File: src/rtl/kernel_window_ctrl_pkg.sv
`default_nettype none
// ============================================================================
// Module      : kernel_window_ctrl_pkg
// Description : Shared state encoding and default image/kernel dimensions
//               for the pixel-to-kernel window sequencer and its datapath.
// Revision    : 1.0 - initial release
// ============================================================================
package kernel_window_ctrl_pkg;

    typedef enum logic [1:0] {
        ST_IDLE  = 2'd0,
        ST_PRIME = 2'd1,
        ST_RUN   = 2'd2,
        ST_DRAIN = 2'd3
    } state_t;

    localparam int c_IMG_WIDTH  = 64;
    localparam int c_IMG_HEIGHT = 128;
    localparam int c_KERNEL_W   = 3;
    localparam int c_KERNEL_H   = 3;

    // Counter width that stays legal for a degenerate one-pixel dimension.
    function automatic int cnt_width(input int n);
        return (n > 1) ? $clog2(n) : 1;
    endfunction

endpackage : kernel_window_ctrl_pkg
`default_nettype wire

File: src/rtl/kernel_window_ctrl_pixel_pos_counter.sv
`default_nettype none
// ============================================================================
// Module      : kernel_window_ctrl_pixel_pos_counter
// Description : Raster column/row position of the next pixel, with
//               last-in-row and last-in-frame flags.
// Revision    : 1.0 - initial release
// ============================================================================
module kernel_window_ctrl_pixel_pos_counter
    import kernel_window_ctrl_pkg::*;
#(
    parameter int IMG_WIDTH  = c_IMG_WIDTH,
    parameter int IMG_HEIGHT = c_IMG_HEIGHT,
    parameter int COL_W      = cnt_width(IMG_WIDTH),
    parameter int ROW_W      = cnt_width(IMG_HEIGHT)
) (
    input  logic             clk,
    input  logic             rst_n,
    input  logic             i_clr,
    input  logic             i_inc,
    output logic [COL_W-1:0] o_col,
    output logic [ROW_W-1:0] o_row,
    output logic             o_last_col,
    output logic             o_last_frame
);

    localparam logic [COL_W-1:0] c_LAST_COL = COL_W'(IMG_WIDTH - 1);
    localparam logic [ROW_W-1:0] c_LAST_ROW = ROW_W'(IMG_HEIGHT - 1);

    logic [COL_W-1:0] r_col;
    logic [ROW_W-1:0] r_row;
    logic             w_last_col;
    logic             w_last_row;

    assign w_last_col = (r_col == c_LAST_COL);
    assign w_last_row = (r_row == c_LAST_ROW);

    // Explicit wrap compares keep non-power-of-two dimensions exact.
    always_ff @(posedge clk or negedge rst_n) begin
        if (!rst_n) begin
            r_col <= '0;
            r_row <= '0;
        end else if (i_clr) begin
            r_col <= '0;
            r_row <= '0;
        end else if (i_inc) begin
            if (w_last_col) begin
                r_col <= '0;
                r_row <= w_last_row ? '0 : r_row + 1'b1;
            end else begin
                r_col <= r_col + 1'b1;
            end
        end
    end

    assign o_col        = r_col;
    assign o_row        = r_row;
    assign o_last_col   = w_last_col;
    assign o_last_frame = w_last_col && w_last_row;

endmodule : kernel_window_ctrl_pixel_pos_counter
`default_nettype wire

File: src/rtl/kernel_window_ctrl.sv
`default_nettype none
// ============================================================================
// Module      : kernel_window_ctrl
// Description : Frame sequencer for the line-buffer / kernel-shift datapath:
//               primes rows, flags complete windows, applies backpressure.
// Revision    : 1.0 - initial release
// ============================================================================
module kernel_window_ctrl
    import kernel_window_ctrl_pkg::*;
#(
    parameter int IMG_WIDTH  = c_IMG_WIDTH,
    parameter int IMG_HEIGHT = c_IMG_HEIGHT,
    parameter int KERNEL_W   = c_KERNEL_W,
    parameter int KERNEL_H   = c_KERNEL_H,
    parameter int COL_W      = cnt_width(IMG_WIDTH),
    parameter int ROW_W      = cnt_width(IMG_HEIGHT)
) (
    input  logic             clk,
    input  logic             rst_n,
    input  logic             i_start,
    input  logic             i_pix_valid,
    output logic             o_pix_ready,
    output logic             o_shift_en,
    output logic             o_win_valid,
    input  logic             i_win_ready,
    output logic [COL_W-1:0] o_win_col,
    output logic [ROW_W-1:0] o_win_row,
    output logic             o_busy,
    output logic             o_frame_done
);

    localparam logic [ROW_W-1:0] c_PRIME_LAST_ROW =
        ROW_W'((KERNEL_H >= 2) ? (KERNEL_H - 2) : 0);

    state_t           r_state;
    state_t           w_state_nxt;

    logic [COL_W-1:0] w_col;
    logic [ROW_W-1:0] w_row;
    logic             w_last_col;
    logic             w_last_frame;

    logic             w_pix_ready;
    logic             w_shift;
    logic             w_cnt_clr;
    logic             w_frame_done;
    logic             w_col_ok;
    logic             w_eligible;

    logic             r_win_valid;
    logic [COL_W-1:0] r_win_col;
    logic [ROW_W-1:0] r_win_row;

    kernel_window_ctrl_pixel_pos_counter #(
        .IMG_WIDTH  (IMG_WIDTH),
        .IMG_HEIGHT (IMG_HEIGHT),
        .COL_W      (COL_W),
        .ROW_W      (ROW_W)
    ) u_pos (
        .clk          (clk),
        .rst_n        (rst_n),
        .i_clr        (w_cnt_clr),
        .i_inc        (w_shift),
        .o_col        (w_col),
        .o_row        (w_row),
        .o_last_col   (w_last_col),
        .o_last_frame (w_last_frame)
    );

    // A one-pixel-wide kernel makes every column a window edge.
    generate
        if (KERNEL_W == 1) begin : g_col_any
            assign w_col_ok = 1'b1;
        end else begin : g_col_cmp
            localparam logic [COL_W-1:0] c_FIRST_WIN_COL = COL_W'(KERNEL_W - 1);
            assign w_col_ok = (w_col >= c_FIRST_WIN_COL);
        end
    endgenerate

    always_ff @(posedge clk or negedge rst_n) begin
        if (!rst_n) begin
            r_state <= ST_IDLE;
        end else begin
            r_state <= w_state_nxt;
        end
    end

    always_comb begin
        w_state_nxt  = r_state;
        w_pix_ready  = 1'b0;
        w_cnt_clr    = 1'b0;
        w_frame_done = 1'b0;
        case (r_state)
            ST_IDLE: begin
                if (i_start) begin
                    w_cnt_clr   = 1'b1;
                    w_state_nxt = (KERNEL_H == 1) ? ST_RUN : ST_PRIME;
                end
            end
            ST_PRIME: begin
                w_pix_ready = 1'b1;
                if (i_pix_valid && w_last_col && (w_row == c_PRIME_LAST_ROW)) begin
                    w_state_nxt = ST_RUN;
                end
            end
            ST_RUN: begin
                // Single-entry stall: hold the source only while a window waits.
                w_pix_ready = !(r_win_valid && !i_win_ready);
                if (i_pix_valid && w_pix_ready && w_last_frame) begin
                    w_state_nxt = ST_DRAIN;
                end
            end
            ST_DRAIN: begin
                if (!r_win_valid) begin
                    w_frame_done = 1'b1;
                    w_state_nxt  = ST_IDLE;
                end
            end
            default: begin
                w_state_nxt = ST_IDLE;
            end
        endcase
    end

    assign w_shift    = i_pix_valid && w_pix_ready;
    assign w_eligible = w_shift && (r_state == ST_RUN) && w_col_ok;

    // A new eligible beat can only arrive when any held window is leaving.
    always_ff @(posedge clk or negedge rst_n) begin
        if (!rst_n) begin
            r_win_valid <= 1'b0;
            r_win_col   <= '0;
            r_win_row   <= '0;
        end else if (w_eligible) begin
            r_win_valid <= 1'b1;
            r_win_col   <= w_col;
            r_win_row   <= w_row;
        end else if (i_win_ready) begin
            r_win_valid <= 1'b0;
        end
    end

    assign o_pix_ready  = w_pix_ready;
    assign o_shift_en   = w_shift;
    assign o_win_valid  = r_win_valid;
    assign o_win_col    = r_win_col;
    assign o_win_row    = r_win_row;
    assign o_busy       = (r_state != ST_IDLE);
    assign o_frame_done = w_frame_done;

endmodule : kernel_window_ctrl
`default_nettype wire

File: config.mk
export PLATFORM = sky130hd
export DESIGN_NAME = kernel_window_ctrl
export DESIGN_NICKNAME = d
export VERILOG_FILES = /design/src/rtl/kernel_window_ctrl_pkg.sv /design/src/rtl/kernel_window_ctrl_pixel_pos_counter.sv /design/src/rtl/kernel_window_ctrl.sv
export SDC_FILE = /design/constraint.sdc
export NUM_CORES = 1
export LEC_CHECK = 0
export BUFFER_PORTS_ARGS = -buffer_cell sky130_fd_sc_hd__buf_2
export CORE_MARGIN = 4
export CORE_UTILIZATION = 33
export DETAILED_ROUTE_END_ITERATION = 12
export GPL_TIMING_DRIVEN = 0
export SLEW_MARGIN = 25
export SYNTH_ARGS = -nofsm -noshare
export SYNTH_HDL_FRONTEND = slang
export SYNTH_HIERARCHICAL = 1
export SYNTH_SLANG_ARGS = --single-unit
File: constraint.sdc
create_clock -name clk -period 3.6 [get_ports clk]
set_input_delay 0.18 -clock clk [delete_from_list [all_inputs] [get_ports clk]]
set_output_delay 0.18 -clock clk [all_outputs]
set_load 0.01 [all_outputs]
==> reports/qor.yml, run 1 <==
clock.fmax_ghz: 0.433
reg2reg_depth: 9
fin_crit_sh_pct: 64.2
clk_latency_ns: 0.28
clk_pin_slew_worst_paths_ns: 0.06
peakVddDrop_mv: 0.235
dieArea_um2: 5960
setup_viol: 0
cp.arrival_ns: 2.51
cts_resized: 0
worstHoldPathCells: 3
clock_sinks: 29
rsz0062_at_grt: "false"
rows: 24
die_x_um: 77.2
antennaDiodeCount: 0
grt_max_degree: 30
cp.required_ns: 3.80
yosys.area.top_type: "dfrtp_1"
finClkSkew_ns: 0.00520
cp-end-kind: "flop"
die_y_um: 77.2
postCtsSetupRepairBufs: 0
p_leak_nw: 0.879
status: "complete, no violations"
r2r_setup_slack_ns: 1.29
cts_tree: "done"
maxSlewViolCount: 0
drt-pass1-iter-count: 4
placed_cell_area_um2: 1760
netlist_area_um2: 1580
first_global_vias: 1191
dp_slack_ns: 1.31
totalPowerFinal_mw: 0.827
startpoint_type: "flop"
slew_headroom_pct: 57.8
drtIter0Drc: 53
synth.top_cell.area_share_pct: 45.9
cts_htree_levels: 2
vias_per_cell: 5.45
nets: 181
ys_seq_elements: 29
coreArea_um2: 4500
drive_above_1_share_pct: 30.2
synth_warnings: 6
cts.root.buffer_cell: "clkbuf_8"
synthFlopType: "dfrtp_1"
final.setup.tns_ns: 0
powerDensity_nw_per_um2: 446
hold_violations: 0
fin_crit_ns: 2.31
syn_inst: 139
syn_area_per_cell_um2: 11.4
dp_hpwl_mm: 2.25
yosys-top-cells-area: "dfrtp_1, mux2_4, ha_1"
io-pin-count: 23
hold_path_class: "in -> reg"
numCtsBuffers: 5
initial_core_util_pct: 35.1
grt-ovfl-total: 0
grt_pass1_wl_mm: 5.56
gp_congestion: 0.880
cap_violations: 0
wl_mm: 3.23
antenna_found_initial: 0
yosysSeqAreaShare_pct: 45.9
wl_per_cell_um: 14.6
dp_cells: 213
async_reset_ff_share_pct: 100
critPathMaxFanout: 10
syn_nets: 151
synth_edf_count: 0
syn2layout_area_growth_pct: 17.2
grt_use_total_pct: 12.0
drtAntennaViolNets: 0
drc: 0
cts_buffer_depth: 2
setup_ws_ns: 1.29
tightest_slew_ns: 0.634
path_class: "reg -> reg"
synth.distinct_cells: 38
instances_no_fill: 221
io_buffers: 22
design_area_um2: 1850
vias: 1204
-- synthesized netlist by cell type, types with 2 or more instances --
| library cell | n |
|---|---|
| dfrtp_1 | 29 |
| a21oi_1 | 9 |
| mux2_4 | 9 |
| nand2_1 | 9 |
| nand3_1 | 8 |
| ha_1 | 7 |
| mux2_2 | 7 |
| o21ai_0 | 7 |
| nor2_1 | 6 |
| inv_1 | 4 |
| nor2b_1 | 4 |
| or4_1 | 4 |
| and2_1 | 3 |
| nor4_1 | 3 |
| a31oi_1 | 2 |
| mux2i_1 | 2 |
| nand2b_1 | 2 |
| nand4_1 | 2 |
| o211ai_1 | 2 |
| o31ai_1 | 2 |
-- power by group --
part,internal [mW],total [mW],switching (mW)
sequential,0.358,0.418,0.0591
combinational,0.0567,0.140,0.0832
clock,0.151,0.269,0.118
total,0.566,0.827,0.260
-- flip-flops by register name, summed over array words and instances, names as in the netlist --
register and flops:
u_pos/o_col 6, o_win_col 6, o_win_valid 1, r_state 2, u_pos/o_row 7, o_win_row 7
-- worst max-delay path, cell delays in order, from the launching register on --
cell	delay, ns
dfrtp_1	0.41
inv_1	0.14
ha_1	0.23
a21oi_1	0.10
nor2b_1	0.13
and2_1	0.16
buf_4	0.18
nand4_4	0.16
or4_1	0.53
a31oi_1	0.18
-- routing by layer --
layer	GRT usage, %	wire [um]	vias up
met5	0	0	-
met4	7.65	37	0
met3	3.40	150	6
met2	18.8	1560	21
met1	14.3	1480	595
li1	-	-	582
-- timing repair --
item / CTS / global route
endpoints found under the hold margin: 29 / 0
hold buffers: 1 / 0
setup endpoints to repair: 0 / 0
-- layout make-up --
| class | count | area [um^2] |
|---|---|---|
| sequential | 29 | 726 |
| inverter | 4 | 15.0 |
| fill | 452 | 2650 |
| tap | 52 | 65.1 |
| buffer | 4 | 36.3 |
| timing repair buffer | 23 | 120 |
| clock buffer | 7 | 86.3 |
| multi-input combinational | 102 | 805 |
-- cells by family after synthesis --
family          after synthesis  synth area share [%]
compound gates               27                  11.2
xor+xnor                      2                  1.11
fa+ha+maj                     7                  5.54
buf+inv                       8                  3.24
flops                        29                  45.9
mux                          18                  14.8
simple gates                 48                  18.2
-- cell usage in the layout, fill, tap and decap left out, types with 2 or more instances in the layout --
master	netlist	routed
mux2_4	9	9
a21oi_1	9	9
dfrtp_1	29	29
ha_1	7	7
a31oi_1	2	2
nand4_1	2	2
nand2_1	9	9
nor4_1	3	3
clkbuf_8	0	6
nand3_1	8	8
o211ai_1	2	2
or4_1	4	4
nor2_1	6	6
and2_1	3	3
nor2b_1	4	4
inv_1	4	4
o21ai_0	7	7
o31ai_1	2	2
mux2_2	7	7
clkbuf_1	1	2
buf_2	0	22
mux2i_1	2	2
nand2b_1	2	2
-- final timing paths --
check,from,end
worst min-delay path,i_win_ready,o_win_valid
worst max-delay path,r_state[0],u_pos/o_row[5]
worst max register to register,r_state[0],u_pos/o_row[5]
worst min register to register,o_win_row[0],o_win_row[0]
max in group asynchronous,rst_n,u_pos/o_col[3]
min in group asynchronous,rst_n,r_state[0]
-- through the flow --
| step | hold WS (ns) | util [%] |
|---|---|---|
| floorplan | -0.116 | - |
| global placement | 0.237 | 39.0 |
| detailed placement | 0.245 | 39.0 |
| CTS | 0.242 | 41.1 |
| global route | 0.295 | 41.1 |
| finish | 0.246 | 41.1 |
Power figures use the tool's default switching activity.
==> run 2, diff against run 1 <==
ABC_AREA = 1   (was unset)
clock period = 2 ns   (was 3.6 ns; I/O delays follow)
==> reports/qor.yml, run 2 <==
hold_ws_ns: 0.114  # -0.132 ns
coreArea_um2: 4820  # +6.9%
yosys-top-cells-area: "dfrtp_1, nand2_1, inv_1"
grt_use_total_pct: 12.6  # +0.61 points
critPathBufInv: 3  # +1
setup_viol: 0  # unchanged
slowest_delay_ns: 0.41  # -0.12 ns
cp.required_ns: 2.16  # -1.64 ns
cap_violations: 0  # unchanged
rsz0062_at_grt: "false"
clock_sinks: 29  # unchanged
design_area_um2: 2030  # +9.5%
path_class: "reg -> reg"
use_met2_pct: 18.4  # -0.48 points
instances_no_fill: 321  # +45%
ys_seq_elements: 29  # unchanged
cts.root.buffer_cell: "clkbuf_8"
clk_pin_slew_worst_paths_ns: 0.07  # about the same
gr-usage-met1_pct: 16.5  # +2.1 points
fill_cells: 527  # +17%
hold_path_class: "in -> reg"
yosysMostFrequentCell: "nand2_1"
hold_violations: 0  # unchanged
powerDensity_nw_per_um2: 1190  # +170%
synth_warnings: 6  # unchanged
postLayoutCoreUtil_pct: 42.1  # +0.96 points
first_global_vias: 1335  # +12%
io-pin-count: 23  # unchanged
gp_congestion: 0.805  # -8.5%
cts_tree: "done"
finClkSkew_ns: 0.00822  # +0.00303 ns
drtIter0Drc: 72  # +36%
yosysSeqAreaShare_pct: 43.4  # -2.5 points
peakVddDrop_mv: 0.319  # +36%
initial_core_util_pct: 34.7  # -0.41 points
placed_cell_area_um2: 1870  # +6.2%
syn_area_per_cell_um2: 7.67  # -33%
clock.fmax_ghz: 0.575  # +33%
p_leak_nw: 1.12  # +27%
wl_per_cell_um: 11.1  # -24%
r2r_setup_slack_ns: 0.26  # -1.03 ns
rows: 25  # +4.2%
path_delay_family: "simple AND/OR/NAND/NOR gates"
mostFrequentLayoutCells: "nand2_1, dfrtp_1, inv_1"
syn_inst: 218  # +57%
slew_headroom_pct: 55.8  # -1.9 points
grt-ovfl-total: 0  # unchanged
wl_mm: 3.55  # +9.7%
drt-pass1-iter-count: 4  # unchanged
nets: 266  # +47%
vias_per_cell: 4.47  # -18%
syn2layout_area_growth_pct: 21.3
die_x_um: 79.2  # +2.5%
grt_pass1_wl_mm: 6.11  # +9.9%
dp_cells: 307  # +44%
cp-end-kind: "flop"
status: "complete, no violations"
tightest_slew_ns: 0.663  # +0.0291 ns
fin_crit_ns: 1.74  # -0.571 ns
busiest_layer: "met2"
synth.top_cell.area_share_pct: 43.4  # -2.5 points
layout_commonest_cell: "nand2_1"
critPathMaxFanout: 8  # -2
netlist_area_um2: 1670  # +5.7%
cp_slowest_cell: "dfrtp_1"
crit_chain: "inv_1 -> ha_2 -> nand2_2 -> nand2_2 -> nand3_4 -> inv_4 -> nor2_2 -> inv_1 -> nand2_2 -> nand2_1 -> o21ai_1"
startpoint_type: "flop"
io_buffers: 22  # unchanged
dieArea_um2: 6270  # +5.1%
cp.arrival_ns: 1.90  # -0.61 ns
cts_buffer_depth: 2  # unchanged
ys_top_cells_by_count: "nand2_1, dfrtp_1, inv_1"
cts_htree_levels: 2  # unchanged
async_reset_ff_share_pct: 100  # unchanged
vias: 1436  # +19%
die_y_um: 79.2  # +2.5%
antenna_found_initial: 0  # unchanged
syn_nets: 230  # +52%
maxSlewViolCount: 0  # unchanged
drc: 0  # unchanged
drive_above_1_share_pct: 25.2  # -5.0 points
numCtsBuffers: 5  # unchanged
synth_edf_count: 0  # unchanged
crit_top_cell: "nand2_2"
totalPowerFinal_mw: 2.40  # +190%
drtAntennaViolNets: 0  # unchanged
fin_crit_sh_pct: 86.9  # +23 points
final.setup.tns_ns: 0  # unchanged
yosys.area.top_type: "dfrtp_1"
antennaDiodeCount: 0  # unchanged
met3_usage_pct: 4.42  # +1.0 points
clk_latency_ns: 0.28  # about the same
synthFlopType: "dfrtp_1"
synth.distinct_cells: 26  # -32%
dp_hpwl_mm: 2.55  # +13%
grt_max_degree: 30  # unchanged
setup_ws_ns: 0.262  # -1.03 ns
dp_slack_ns: -0.258  # -1.57 ns
run 2: cell count changes after synthesis, sizes merged, moves of 4 or more:
cell	change
nand2	+74
o21ai	+12
nor2	+13
nor2b	-4
inv	+23
nand3	+7
or4	-5
mux2	-16
a21oi	-7
run 2: timing repair:
action,4_1_cts,5_1_grt
buffers inserted,0,7
gates resized for setup,2,7
hold endpoints to repair,29,0
hold buffers,1,0
setup endpoints to repair,12,11
pin swaps,0,1
run 2: logic make-up after synthesis:
kind of cell    synth area share, %
flops                          43.4
compound gates                 9.51
buf+inv                        7.71
xor+xnor                       1.05
simple gates                   33.1
fa+ha+maj                      5.24
run 2: power breakdown:
part	leakage [nW]	switching [mW]	internal [mW]
combinational	0.684	0.607	0.418
clock	0.0443	0.216	0.272
sequential	0.389	0.167	0.723
total	1.12	0.990	1.41
run 2: worst paths after layout:
path                                   to  depth (start not counted)          from
max                        u_pos/o_row[0]                         11    r_state[0]
min                           o_win_valid                          4   i_win_ready
max reg2reg                u_pos/o_row[0]                         11    r_state[0]
min reg2reg                  o_win_row[4]                          2  o_win_row[4]
max in group asynchronous  u_pos/o_row[0]                          2         rst_n
min in group asynchronous    o_win_col[1]                          2         rst_n
run 2: metal layers:
metal / part of all wire, % / vias to the layer above
met5: 0 / -
met4: 2.5 / 0
met3: 5.0 / 9
met2: 44 / 27
met1: 48 / 647
li1: - / 753
run 2: area by class of cell:
| type | count | area [um^2] | share of cell area (%) |
|---|---|---|---|
| Buffer | 2 | 22.5 | 1.11 |
| Clock buffer | 7 | 86.3 | 4.26 |
| Inverter | 27 | 104 | 5.12 |
| Multi-Input combinational cell | 159 | 831 | 41.0 |
| Sequential cell | 29 | 728 | 35.9 |
| Tap cell | 67 | 83.8 | 4.13 |
| Timing Repair Buffer | 30 | 173 | 8.51 |
run 2: worst reg2reg max path, cell delays in order (launching register included):
cell     delay (ns)
dfrtp_1        0.41
inv_1          0.12
ha_2           0.24
nand2_2        0.08
nand2_2        0.07
nand3_4        0.10
inv_4          0.10
nor2_2         0.05
inv_1          0.15
nand2_2        0.15
nand2_1        0.08
o21ai_1        0.06
==> run 3, diff against run 2 <==
ABC_AREA = unset   (was 1)
CORE_UTILIZATION = 45   (was 33)
PLACE_DENSITY = 0.68   (was unset)
==> reports/qor.yml, run 3 (synthesis results as in run 1) <==
status: "complete, no violations"
clk_pin_slew_worst_paths_ns: 0.09  # +0.02 ns
syn2layout_area_growth_pct: 25.6
combPwrFrac_pct: 24.6  # -18 points
worstHoldPathCells: 3  # -1
crit_chain: "inv_2 -> ha_4 -> nor2b_4 -> and2_4 -> nand4_4 -> or4_4 -> a21oi_2"
cap_violations: 0  # unchanged
netSwitchingFraction_pct: 34.8  # -6.4 points
hold_path_class: "in -> reg"
tightest_slew_ns: 0.645  # -0.0175 ns
startpoint_type: "flop"
totalPowerFinal_mw: 1.42  # -41%
wl_per_cell_um: 15.4  # +40%
path_class: "reg -> reg"
cp.required_ns: 2.26  # +0.10 ns
hold_violations: 0  # unchanged
p_clk_share_pct: 22.2  # +1.9 points
hold_ws_ns: 0.150  # +0.0364 ns
cts_buffer_depth: 2  # unchanged
hp-start: "i_win_ready"
placed_cell_area_um2: 1790  # -3.8%
reg2reg_from: "r_state[1]"
grt-ovfl-total: 0  # unchanged
drive_above_1_share_pct: 45.2  # +20 points
cp_slowest_cell: "or4_4"
coreArea_um2: 3360  # -30%
grt_pass1_wl_mm: 5.93  # -2.9%
grt_use_total_pct: 17.6  # +5.0 points
first_global_vias: 1275  # -4.5%
postLayoutCoreUtil_pct: 59.0  # +17 points
design_area_um2: 1990  # -2.1%
dp_cells: 207  # -33%
slew_headroom_pct: 57.0  # +1.2 points
grt_max_degree: 30  # unchanged
dp_slack_ns: -0.229  # +0.0297 ns
instances_no_fill: 223  # -31%
cp-end-kind: "flop"
dp_hpwl_mm: 2.29  # -10%
fin_crit_sh_pct: 96.5  # +9.6 points
r2r_end: "u_pos/o_row[4]"
dieArea_um2: 4530  # -28%
finClkSkew_ns: 0.00832  # +0.0000956 ns
vias: 1248  # -13%
cts_htree_levels: 2  # unchanged
nets: 190  # -29%
die_y_um: 67.3  # -15%
clock_sinks: 29  # unchanged
rsz0062_at_grt: "true"
slowest_delay_ns: 0.45  # +0.04 ns
final.setup.tns_ns: 0  # unchanged
wl_mm: 3.44  # -2.9%
antennaDiodeCount: 0  # unchanged
setup_viol: 0  # unchanged
cp.arrival_ns: 2.19  # +0.29 ns
peakVddDrop_mv: 0.484  # +52%
antenna_found_initial: 0  # unchanged
r2r_setup_slack_ns: 0.07  # -0.19 ns
hold_end: "o_win_valid"
drtIter0Drc: 74  # +2.8%
gp_congestion: 0.819  # +1.8%
vias_per_cell: 5.60  # +25%
rows: 21  # -16%
numCtsBuffers: 5  # unchanged
reg2reg_depth: 7  # -4
maxSlewViolCount: 0  # unchanged
drt-pass1-iter-count: 4  # unchanged
p_switching_mw: 0.493  # -50%
cts.root.buffer_cell: "clkbuf_4"
mostFrequentLayoutCells: "dfrtp_1, buf_2, buf_4"
cts_tree: "done"
clock.fmax_ghz: 0.518  # -9.9%
drtAntennaViolNets: 0  # unchanged
seqPwrFrac_pct: 53.2  # +16 points
layout_commonest_cell: "dfrtp_1"
drc: 0  # unchanged
clk_latency_ns: 0.33  # +0.05 ns
io-pin-count: 23  # unchanged
io_buffers: 22  # unchanged
critPathMaxFanout: 8  # unchanged
powerDensity_nw_per_um2: 713  # -40%
fin_crit_ns: 1.93  # +0.191 ns
p_leak_nw: 0.925  # -17%
initial_core_util_pct: 47.0  # +12 points
p_int_mw: 0.924  # -35%
die_x_um: 67.3  # -15%
setup_ws_ns: 0.0704  # -0.191 ns
==> run 3: changes by cell type in the layout (fill, tap and decap cells not counted), sizes merged, moves of 3 or more <==
| cell | before | now |
|---|---|---|
| o21ai | 20 | 8 |
| nor2b | 0 | 4 |
| nor3 | 3 | 0 |
| and2 | 0 | 3 |
| nand3 | 15 | 8 |
| inv | 27 | 4 |
| nor4 | 0 | 3 |
| or4 | 0 | 5 |
| nand2 | 83 | 9 |
| nor2 | 19 | 6 |
| a21oi | 2 | 9 |
| mux2 | 0 | 16 |
==> run 3: how the worst max path moves through the flow <==
stage                        start             end  cells after the start
finish                  r_state[1]  u_pos/o_row[4]                      7
floorplan               r_state[1]  u_pos/o_row[4]                      8
global route            r_state[1]  u_pos/o_row[6]                      7
CTS                 u_pos/o_row[0]      r_state[1]                      6
detailed placement  u_pos/o_col[1]      r_state[1]                      7
global placement    u_pos/o_col[1]      r_state[1]                      6
==> run 3: worst max-delay path, delay by kind of cell, from the launching register on <==
kind	cells	cell delay [ns]
compound gates	1	0.13
fa+ha+maj	1	0.28
buf+inv	1	0.10
flops	1	0.43
simple gates	4	0.92
==> run 3: power by group through the flow <==
stage / Combinational, mW / Clock (mW) / Sequential (mW)
detailed placement: 0.255 / 0 / 0.766
CTS: 0.283 / 0.333 / 0.766
global placement: 0.244 / 0 / 0.763
finish: 0.348 / 0.314 / 0.754
global route: 0.386 / 0.361 / 0.769
floorplan: 0.199 / 0 / 0.734
==> run 3: area by class of cell <==
cell class / count / area (um^2)
buffer: 3 / 31.3
tap: 46 / 57.6
clock inverter: 1 / 5.00
clock buffer: 5 / 37.5
timing repair buffer: 33 / 195
sequential: 29 / 732
inverter: 4 / 15.0
fill: 298 / 1380
multi-input combinational: 102 / 912
==> run 3: metal layers <==
layer	track usage, %	vias to the layer above	routed length, um
met3	5.49	7	122
met1	20.8	619	1530
li1	-	596	-
met2	29.4	26	1720
met4	7.34	0	67
met5	0	-	0
==> run 3: timing repair <==
action,in CTS,in global routing
pin swaps,1,2
setup endpoints to repair,6,7
hold endpoints to repair,29,0
hold buffers,1,0
resized for setup,9,10
buffers inserted,7,3
